### src/rtl/clk_en_gen_pkg.sv
// ---------------------------------------------------------------------------
// clk_en_gen_pkg
// Shared types and constants for the lock-qualified fractional clock-enable
// generator: the lock-qualification state enum, the channel-select width
// helper and the default parameter values used by the interface and the top.
// ---------------------------------------------------------------------------
package clk_en_gen_pkg;

  // Lock qualification states, in the order the block normally walks them
  typedef enum logic [1:0] {
    WAIT_LOCK = 2'd0,
    SETTLE    = 2'd1,
    RUN       = 2'd2,
    LOST      = 2'd3
  } lockState_e;

  // Default parameter values shared by the interface and the top level
  localparam int NCH_DEF       = 4;
  localparam int ACC_W_DEF     = 24;
  localparam int LOCK_CYC_DEF  = 1024;
  localparam int FWORD_DEF_VAL = 0;

  // Channel-select width; a single channel still gets a one-bit select so the
  // port never collapses to zero width
  function automatic int chanWidth(input int nch);
    return (nch > 1) ? $clog2(nch) : 1;
  endfunction

endpackage

### src/rtl/clk_en_gen_if.sv
// ---------------------------------------------------------------------------
// clk_en_gen_if
// Configuration port of clk_en_gen: a valid/ready transfer that writes one
// channel's frequency word and enable.
//   CFG_VALID  master->slave  config request
//   CFG_READY  slave->master  config accept
//   CFG_CHAN   master->slave  target channel
//   CFG_FWORD  master->slave  frequency word
//   CFG_EN     master->slave  channel enable
// ---------------------------------------------------------------------------
interface clk_en_gen_if
  import clk_en_gen_pkg::*;
#(
  parameter int NCH   = NCH_DEF,
  parameter int ACC_W = ACC_W_DEF
) ();

  localparam int CHW = chanWidth(NCH);

  logic             CFG_VALID;
  logic             CFG_READY;
  logic [CHW-1:0]   CFG_CHAN;
  logic [ACC_W-1:0] CFG_FWORD;
  logic             CFG_EN;

  modport master (
    output CFG_VALID,
    output CFG_CHAN,
    output CFG_FWORD,
    output CFG_EN,
    input  CFG_READY
  );

  modport slave (
    input  CFG_VALID,
    input  CFG_CHAN,
    input  CFG_FWORD,
    input  CFG_EN,
    output CFG_READY
  );

endinterface

### src/rtl/nco_chan.sv
// ---------------------------------------------------------------------------
// nco_chan
// One phase-accumulator channel. Holds the active frequency word/enable, a
// shadow copy written by config transfers, and the pending flag that defers
// the shadow until the running period has completed.
//   i_clk, i_rstN  clock, asynchronous active-low reset
//   i_run          block is in RUN with lock still present this cycle
//   i_lost         block is in LOST: discard any pending config
//   i_sync         phase-realign strobe, already qualified with i_run
//   i_wr           config transfer addressed to this channel
//   i_wrFword      frequency word of the transfer
//   i_wrEn         enable of the transfer
//   o_ce           one-cycle pulse, the cycle after the overflowing add
//   o_sq           square wave, accumulator MSB
//   o_en           active enable
// ---------------------------------------------------------------------------
module nco_chan #(
  parameter int               ACC_W     = 24,
  parameter logic [ACC_W-1:0] FWORD_RST = '0
) (
  input  logic             i_clk,
  input  logic             i_rstN,
  input  logic             i_run,
  input  logic             i_lost,
  input  logic             i_sync,
  input  logic             i_wr,
  input  logic [ACC_W-1:0] i_wrFword,
  input  logic             i_wrEn,
  output logic             o_ce,
  output logic             o_sq,
  output logic             o_en
);

  logic [ACC_W-1:0] r_acc;
  logic [ACC_W-1:0] r_actFword;
  logic [ACC_W-1:0] r_shFword;
  logic             r_actEn;
  logic             r_shEn;
  logic             r_pend;
  logic             r_ce;

  logic [ACC_W:0]   w_sum;
  logic             w_accum;
  logic             w_wrap;
  logic             w_applyNow;
  logic             w_applyShadow;
  logic [ACC_W-1:0] w_nextFword;
  logic             w_nextEn;

  // The extra top bit of the sum is the wrap carry
  assign w_sum   = {1'b0, r_acc} + {1'b0, r_actFword};
  assign w_accum = i_run & r_actEn;
  assign w_wrap  = w_accum & w_sum[ACC_W];

  // Decide which frequency word/enable becomes active at the next edge. A
  // transfer lands straight in the active registers whenever nothing is
  // running on this channel, or when it coincides with a wrap or a SYNC (the
  // old period has just ended anyway). Otherwise it waits in the shadow and
  // is picked up by the next wrap or SYNC, so a running period is never cut
  // short.
  always_comb begin
    w_applyNow    = 1'b0;
    w_applyShadow = 1'b0;
    w_nextFword   = r_actFword;
    w_nextEn      = r_actEn;
    if (i_wr) begin
      w_applyNow = ~i_run | ~r_actEn | i_sync | w_wrap;
      if (w_applyNow) begin
        w_nextFword = i_wrFword;
        w_nextEn    = i_wrEn;
      end
    end else if (r_pend & i_run & (i_sync | w_wrap)) begin
      w_applyShadow = 1'b1;
      w_nextFword   = r_shFword;
      w_nextEn      = r_shEn;
    end
  end

  // Channel state. The accumulator is forced to zero whenever the channel
  // does not run, is being disabled, or is realigned by SYNC; the CE of a
  // SYNC cycle is suppressed because that add is thrown away.
  always_ff @(posedge i_clk or negedge i_rstN) begin
    if (!i_rstN) begin
      r_acc      <= '0;
      r_actFword <= FWORD_RST;
      r_shFword  <= FWORD_RST;
      r_actEn    <= 1'b0;
      r_shEn     <= 1'b0;
      r_pend     <= 1'b0;
      r_ce       <= 1'b0;
    end else begin
      r_actFword <= w_nextFword;
      r_actEn    <= w_nextEn;
      if (i_wr) begin
        r_shFword <= i_wrFword;
        r_shEn    <= i_wrEn;
      end
      if (i_lost) begin
        r_pend <= 1'b0;
      end else if (i_wr) begin
        r_pend <= ~w_applyNow;
      end else if (w_applyShadow) begin
        r_pend <= 1'b0;
      end
      r_ce  <= w_wrap & ~i_sync;
      r_acc <= (w_accum & w_nextEn & ~i_sync) ? w_sum[ACC_W-1:0] : '0;
    end
  end

  assign o_ce = r_ce;
  assign o_sq = r_acc[ACC_W-1];
  assign o_en = r_actEn;

endmodule

### src/rtl/clk_en_gen.sv
// ---------------------------------------------------------------------------
// clk_en_gen
// Lock-qualified, multi-channel fractional clock-enable generator. Runs in
// the PLL output clock domain; channels only run once the synchronised PLL
// lock has been stable for LOCK_CYC cycles.
//   CLKI         block clock (PLL CLKOP net)
//   RSTN         asynchronous active-low reset
//   PLL_LOCK     PLL lock, asynchronous to CLKI
//   cfg          config port (CFG_VALID/READY/CHAN/FWORD/EN)
//   SYNC         one-cycle phase-realign strobe
//   READY        clocks valid (state RUN)
//   CE           per-channel one-cycle enable pulse
//   SQ           per-channel square wave
//   CHAN_ACTIVE  channel enabled and READY
// ---------------------------------------------------------------------------
module clk_en_gen
  import clk_en_gen_pkg::*;
#(
  parameter int               NCH       = NCH_DEF,
  parameter int               ACC_W     = ACC_W_DEF,
  parameter int               LOCK_CYC  = LOCK_CYC_DEF,
  parameter logic [ACC_W-1:0] FWORD_DEF = ACC_W'(FWORD_DEF_VAL)
) (
  input  logic               CLKI,
  input  logic               RSTN,
  input  logic               PLL_LOCK,
  clk_en_gen_if.slave        cfg,
  input  logic               SYNC,
  output logic               READY,
  output logic [NCH-1:0]     CE,
  output logic [NCH-1:0]     SQ,
  output logic [NCH-1:0]     CHAN_ACTIVE
);

  localparam int CHW   = chanWidth(NCH);
  localparam int CNT_W = $clog2(LOCK_CYC);

  logic             r_lockMeta;
  logic             r_lockSync;
  lockState_e       r_state;
  lockState_e       w_nextState;
  logic [CNT_W-1:0] r_lockCnt;
  logic             r_ready;
  logic             r_cfgReady;

  logic             w_run;
  logic             w_sync;
  logic             w_xfer;
  logic [NCH-1:0]   w_wr;
  logic [NCH-1:0]   w_en;

  // Two-flop synchroniser bringing the asynchronous PLL lock into CLKI
  always_ff @(posedge CLKI or negedge RSTN) begin
    if (!RSTN) begin
      r_lockMeta <= 1'b0;
      r_lockSync <= 1'b0;
    end else begin
      r_lockMeta <= PLL_LOCK;
      r_lockSync <= r_lockMeta;
    end
  end

  // Next-state logic for lock qualification. Losing lock while running goes
  // through LOST for a single cycle so the channels can flush.
  always_comb begin
    w_nextState = r_state;
    case (r_state)
      WAIT_LOCK: begin
        if (r_lockSync) w_nextState = SETTLE;
      end
      SETTLE: begin
        if (!r_lockSync) begin
          w_nextState = WAIT_LOCK;
        end else if (r_lockCnt == CNT_W'(LOCK_CYC - 1)) begin
          w_nextState = RUN;
        end
      end
      RUN: begin
        if (!r_lockSync) w_nextState = LOST;
      end
      LOST: begin
        w_nextState = WAIT_LOCK;
      end
      default: begin
        w_nextState = WAIT_LOCK;
      end
    endcase
  end

  // State register plus the registered READY/CFG_READY flags, which are
  // decoded from the next state so they line up with the state they describe.
  // The settle counter only advances while staying in SETTLE.
  always_ff @(posedge CLKI or negedge RSTN) begin
    if (!RSTN) begin
      r_state    <= WAIT_LOCK;
      r_lockCnt  <= '0;
      r_ready    <= 1'b0;
      r_cfgReady <= 1'b0;
    end else begin
      r_state    <= w_nextState;
      r_ready    <= (w_nextState == RUN);
      r_cfgReady <= (w_nextState != LOST);
      if ((r_state == SETTLE) && (w_nextState == SETTLE)) begin
        r_lockCnt <= r_lockCnt + CNT_W'(1);
      end else begin
        r_lockCnt <= '0;
      end
    end
  end

  // Channels only run while in RUN and the lock is still present; a lock drop
  // therefore overrides a SYNC or a wrap in the same cycle.
  assign w_run  = (r_state == RUN) & r_lockSync;
  assign w_sync = SYNC & w_run;
  assign w_xfer = cfg.CFG_VALID & r_cfgReady;

  assign cfg.CFG_READY = r_cfgReady;

  // Per-channel decode; a channel number beyond NCH matches nothing, so such
  // a transfer is accepted and dropped
  for (genvar g = 0; g < NCH; g++) begin : gChan
    assign w_wr[g] = w_xfer & (cfg.CFG_CHAN == CHW'(g));

    nco_chan #(
      .ACC_W     (ACC_W),
      .FWORD_RST (FWORD_DEF)
    ) uChan (
      .i_clk     (CLKI),
      .i_rstN    (RSTN),
      .i_run     (w_run),
      .i_lost    (r_state == LOST),
      .i_sync    (w_sync),
      .i_wr      (w_wr[g]),
      .i_wrFword (cfg.CFG_FWORD),
      .i_wrEn    (cfg.CFG_EN),
      .o_ce      (CE[g]),
      .o_sq      (SQ[g]),
      .o_en      (w_en[g])
    );
  end

  assign READY       = r_ready;
  assign CHAN_ACTIVE = w_en & {NCH{r_ready}};

endmodule
### src/flat_wrapper.sv
// flat-port wrapper written by rule: the top's interface ports become plain ports
module clk_en_gen_flat import clk_en_gen_pkg::*;
#(
  parameter int               NCH       = NCH_DEF,
  parameter int               ACC_W     = ACC_W_DEF,
  parameter int               LOCK_CYC  = LOCK_CYC_DEF,
  parameter logic [ACC_W-1:0] FWORD_DEF = ACC_W'(FWORD_DEF_VAL)
)
  (CLKI, RSTN, PLL_LOCK, SYNC, READY, CE, SQ, CHAN_ACTIVE, cfg_CFG_VALID, cfg_CFG_CHAN, cfg_CFG_FWORD, cfg_CFG_EN, cfg_CFG_READY);
  clk_en_gen_if #(.NCH(NCH), .ACC_W(ACC_W)) cfg_i ();
  input  logic CLKI;
  input  logic RSTN;
  input  logic PLL_LOCK;
  input  logic SYNC;
  output logic READY;
  output logic [NCH-1:0] CE;
  output logic [NCH-1:0] SQ;
  output logic [NCH-1:0] CHAN_ACTIVE;
  input wire logic [$bits(cfg_i.CFG_VALID)-1:0] cfg_CFG_VALID;
  input wire logic [$bits(cfg_i.CFG_CHAN)-1:0] cfg_CFG_CHAN;
  input wire logic [$bits(cfg_i.CFG_FWORD)-1:0] cfg_CFG_FWORD;
  input wire logic [$bits(cfg_i.CFG_EN)-1:0] cfg_CFG_EN;
  output wire logic [$bits(cfg_i.CFG_READY)-1:0] cfg_CFG_READY;
  assign cfg_i.CFG_VALID = cfg_CFG_VALID;
  assign cfg_i.CFG_CHAN = cfg_CFG_CHAN;
  assign cfg_i.CFG_FWORD = cfg_CFG_FWORD;
  assign cfg_i.CFG_EN = cfg_CFG_EN;
  assign cfg_CFG_READY = cfg_i.CFG_READY;
  clk_en_gen #(.NCH(NCH), .ACC_W(ACC_W), .LOCK_CYC(LOCK_CYC), .FWORD_DEF(FWORD_DEF)) u_core (.CLKI(CLKI), .RSTN(RSTN), .PLL_LOCK(PLL_LOCK), .cfg(cfg_i), .SYNC(SYNC), .READY(READY), .CE(CE), .SQ(SQ), .CHAN_ACTIVE(CHAN_ACTIVE));
endmodule
### config.mk
export PLATFORM = sky130hd
export DESIGN_NAME = clk_en_gen_flat
export DESIGN_NICKNAME = d
export VERILOG_FILES = /design/src/rtl/clk_en_gen_pkg.sv /design/src/rtl/clk_en_gen_if.sv /design/src/rtl/nco_chan.sv /design/src/rtl/clk_en_gen.sv /design/src/flat_wrapper.sv
export SDC_FILE = /design/constraint.sdc
export NUM_CORES = 1
export LEC_CHECK = 0
export CORE_ASPECT_RATIO = 0.9
export CORE_MARGIN = 5
export CORE_UTILIZATION = 45
export CTS_BUF_LIST = sky130_fd_sc_hd__clkbuf_8 sky130_fd_sc_hd__clkbuf_16
export DETAILED_ROUTE_END_ITERATION = 10
export DONT_BUFFER_PORTS = 1
export PLACE_DENSITY = 0.69
export SYNTH_ARGS = -nofsm -noshare
export SYNTH_HDL_FRONTEND = slang
export SYNTH_HIERARCHICAL = 1
export SYNTH_SLANG_ARGS = --single-unit
### constraint.sdc
create_clock -name CLKI -period 9.4 [get_ports CLKI]
set_clock_uncertainty 0.1 [all_clocks]
set_input_delay 1.41 -clock CLKI [delete_from_list [all_inputs] [get_ports CLKI]]
set_output_delay 1.41 -clock CLKI [all_outputs]
set_load 0.03 [all_outputs]
==> results by group <==
Setup path
  – Worst Setup EP: u_core/gChan[3].uChan/r_actFword[0]
  – Critical R2R Capture: u_core/gChan[3].uChan/r_actFword[0]
  – R2r startpoint: u_core/gChan[3].uChan/r_actFword[0]
  – WP data arrival: 3.75 ns
  – Crit end category: register
  – Req. time, crit path: 9.70 ns
  – Crit Path Max Fanout: 24
  – Startpoint types: register
  – Reg2reg setup slack: 5.94 ns
  – Worst Reg-to-Reg Cells: 11
  – Setup CP Type: reg -> reg
  – Crit path from: u_core/gChan[3].uChan/r_actFword[0]

Timing
  – Final worst slack: 5.94 ns
  – Final setup violation count: 0
  – RSZ-0062 raised after global routing: false
  – Final Hold Fails: 0
  – Slew Limit Fails: 0
  – Final min period: 3.46 ns
  – Setup TNS: 0 ns
  – Max_slew headroom: 0.472
  – Final Cycle Share: 0.368
  – Hold slack: 0.270 ns
  – Worst Tran Pin Value: 0.793 ns
  – Max Fclk: 0.289 GHz

GRT
  – Overall Global Routing Usage: 0.178
  – Vias in the first global route: 11600
  – Initial antenna violation count: 5
  – First-pass GRT wire length: 61100 um
  – Global route total overflow: 0
  – Pin count of the biggest net entering global routing: 321

Finish
  – Final cell count without fillers: 1983
  – Area Growth Syn to Fin: 9.81%
  – Layout cells sized above 1: 0.202
  – Final Net Count: 1607

Detailed routing
  – Via density: 5.72
  – Wire per inst: 18.8 um
  – DR WL met2: 17200 um
  – Routed wire length: 37300 um
  – Routed wl met3: 1890 um
  – # DRC: 0
  – Final ANT Viol Nets: 0
  – Post-Route M1 WL: 17200 um
  – Router iterations before antenna repair: 5
  – Vias: 11300
  – Iter 0 DRT Violations: 844
  – Top routing layer used: met5

Outcome
  – Status: finished, final reports clean

Clock tree
  – CTS HTree Levels: 2
  – Buffer levels on the longest clock path: 3
  – Setup bufs post-CTS: 0
  – Worst-Skew Late Latency: 0.52 ns
  – CTS buffer count: 34
  – TritonCTS clock tree: yes
  – CTS resizes: 0
  – Worst-path clk slew: 0.06 ns
  – CTS Sinks: 320
  – Root Buffer: clkbuf_16
  – Hold buffers post-CTS: 0

Die
  – Rows: 67
  – Starting Density: 0.456
  – Boundary Pins: 46
  – Die ar.: 0.0418 mm^2
  – Die height: 194 um
  – Die X-Extent: 215 um
  – Core area: 0.0373 mm^2

Synthesis
  – Syn_nets: 1596
  – Async SR Flop Fraction: 1.00
  – Netlist Area Pre-Place: 0.0170 mm^2
  – Ys Warns: 6
  – Syn Inst Count: 1463
  – Synth area leader: dfrtp_1
  – Yosys top cell area share: 0.471
  – Avg Cell Area, Syn: 11.6 um^2
  – Synth Register Bits: 320
  – Number of synthesized flops with an enable pin: 0
  – Sequential area share after synthesis: 0.471
  – Post-synth top flop: dfrtp_1
  – Dominant cells by area after synthesis: dfrtp_1 47%, mux2_2 7.4%, ha_1 7.1%
  – Distinct cells, synth: 74

Place
  – # port buffers: 0
  – Post-DP HPWL: 25500 um
  – Inst Count DP: 1921
  – GP Congestion: 0.865
  – Worst slack, placed: 5.72 ns

Worst hold path
  – Min-Delay Path Depth: 0
  – Hold/Removal Path Class: reg -> reg

Power and ir drop
  – Leakage: 8.69 nW
  – Peak VDD IR: 0.188 mV
  – Power Density: 217 mW/mm^2

Job
  – Max Cap Viol: 0
[power by group]
part           switching [W]  internal [W]  total, W
Clock               0.000551      0.000933   0.00148
Combinational       0.000393      0.000444  0.000838
Sequential          0.000139       0.00160   0.00174
[cell usage in the layout (no fill, tap or decap), types with 18 or more instances in the layout]
cell / netlist / layout
clkbuf_16: 0 / 35
nand3_1: 29 / 29
nor2_1: 123 / 121
a21oi_1: 78 / 78
a21o_1: 42 / 42
o21ai_0: 49 / 49
mux2_2: 112 / 112
inv_1: 55 / 60
nor3_1: 44 / 42
ha_1: 97 / 97
mux2_4: 80 / 80
nand2_1: 47 / 47
o21a_1: 22 / 22
xor2_1: 26 / 26
xnor2_1: 34 / 34
a31oi_1: 24 / 24
and2_1: 18 / 18
dfrtp_1: 320 / 320
and3_1: 19 / 19
[kinds of logic after synthesis]
logic type	count (synthesis)	synth area share
compound gates	329	0.137
buf+inv	93	0.0302
simple gates	366	0.108
mux	194	0.146
fa+ha+maj	101	0.0761
xor+xnor	60	0.0309
flops	320	0.471
[routing by layer]
metal,GRT usage,vias up
li1,-,5360
met5,0,-
met2,0.291,238
met1,0.242,5682
met4,0.0539,2
met3,0.0341,63
[state kept, by name, indices dropped and copies added, names as in the netlist, 2 cells and up]
signal                         count
u_core/gChan.uChan/r_shEn          4
u_core/gChan.uChan/o_en            4
u_core/gChan.uChan/o_ce            4
u_core/r_lockCnt                  10
u_core/gChan.uChan/r_pend          4
u_core/gChan.uChan/r_shFword      96
u_core/gChan.uChan/r_acc          96
u_core/r_state                     2
u_core/gChan.uChan/r_actFword     96
[critical path, stage by stage, from the launching register on]
cell,delay [ns]
dfrtp_1,0.36
ha_1,0.21
inv_1,0.07
fa_1,0.36
and2b_1,0.26
o2111ai_1,0.16
and3_4,0.23
o31ai_2,0.50
a221oi_4,0.15
a211o_1,0.29
buf_4,0.28
mux2_4,0.35
[cell type report]
type                            count  area (um^2)
Fill cell                        3272        18600
Multi-Input combinational cell   1050         8500
Sequential cell                   320         8010
Clock buffer                       43          986
Tap cell                          483          604
Clock inverter                     17          263
Inverter                           55          206
Timing Repair Buffer               13         97.6
Antenna cell                        2         5.00
[worst min path at each step]
stage / start / end / slack, ns
6_report: u_core/r_lockMeta / u_core/r_lockSync / 0.27
5_1_grt: u_core/r_lockMeta / u_core/r_lockSync / 0.27
4_1_cts: u_core/r_lockMeta / u_core/r_lockSync / 0.27
3_5_place_dp: u_core/r_lockMeta / u_core/r_lockSync / 0.26
3_3_place_gp: u_core/r_lockMeta / u_core/r_lockSync / 0.24
2_1_floorplan: u_core/r_lockMeta / u_core/r_lockSync / 0.23
[Yosys cell counts (12+ instances only)]
library cell  number
mux2_4            80
dfrtp_1          320
nor2b_1           16
ha_1              97
and2_1            18
nor2_1           123
nand2_1           47
and3_1            19
a21o_1            42
mux2_2           112
xnor2_1           34
nor3_1            44
clkbuf_1          14
a31oi_1           24
nand3_1           29
xor2_1            26
o21a_1            22
nand2b_1          13
o21ai_0           49
a21oi_1           78
buf_6             12
inv_1             55
[through the flow]
stage	util	power, W	area [um^2]
2_1_floorplan	-	0.00241	17000
3_3_place_gp	0.467	0.00255	17400
3_5_place_dp	0.467	0.00259	17400
4_1_cts	0.500	0.00410	18700
5_1_grt	0.500	0.00427	18700
6_report	0.500	0.00406	18700
Power figures use the tool's default switching activity.
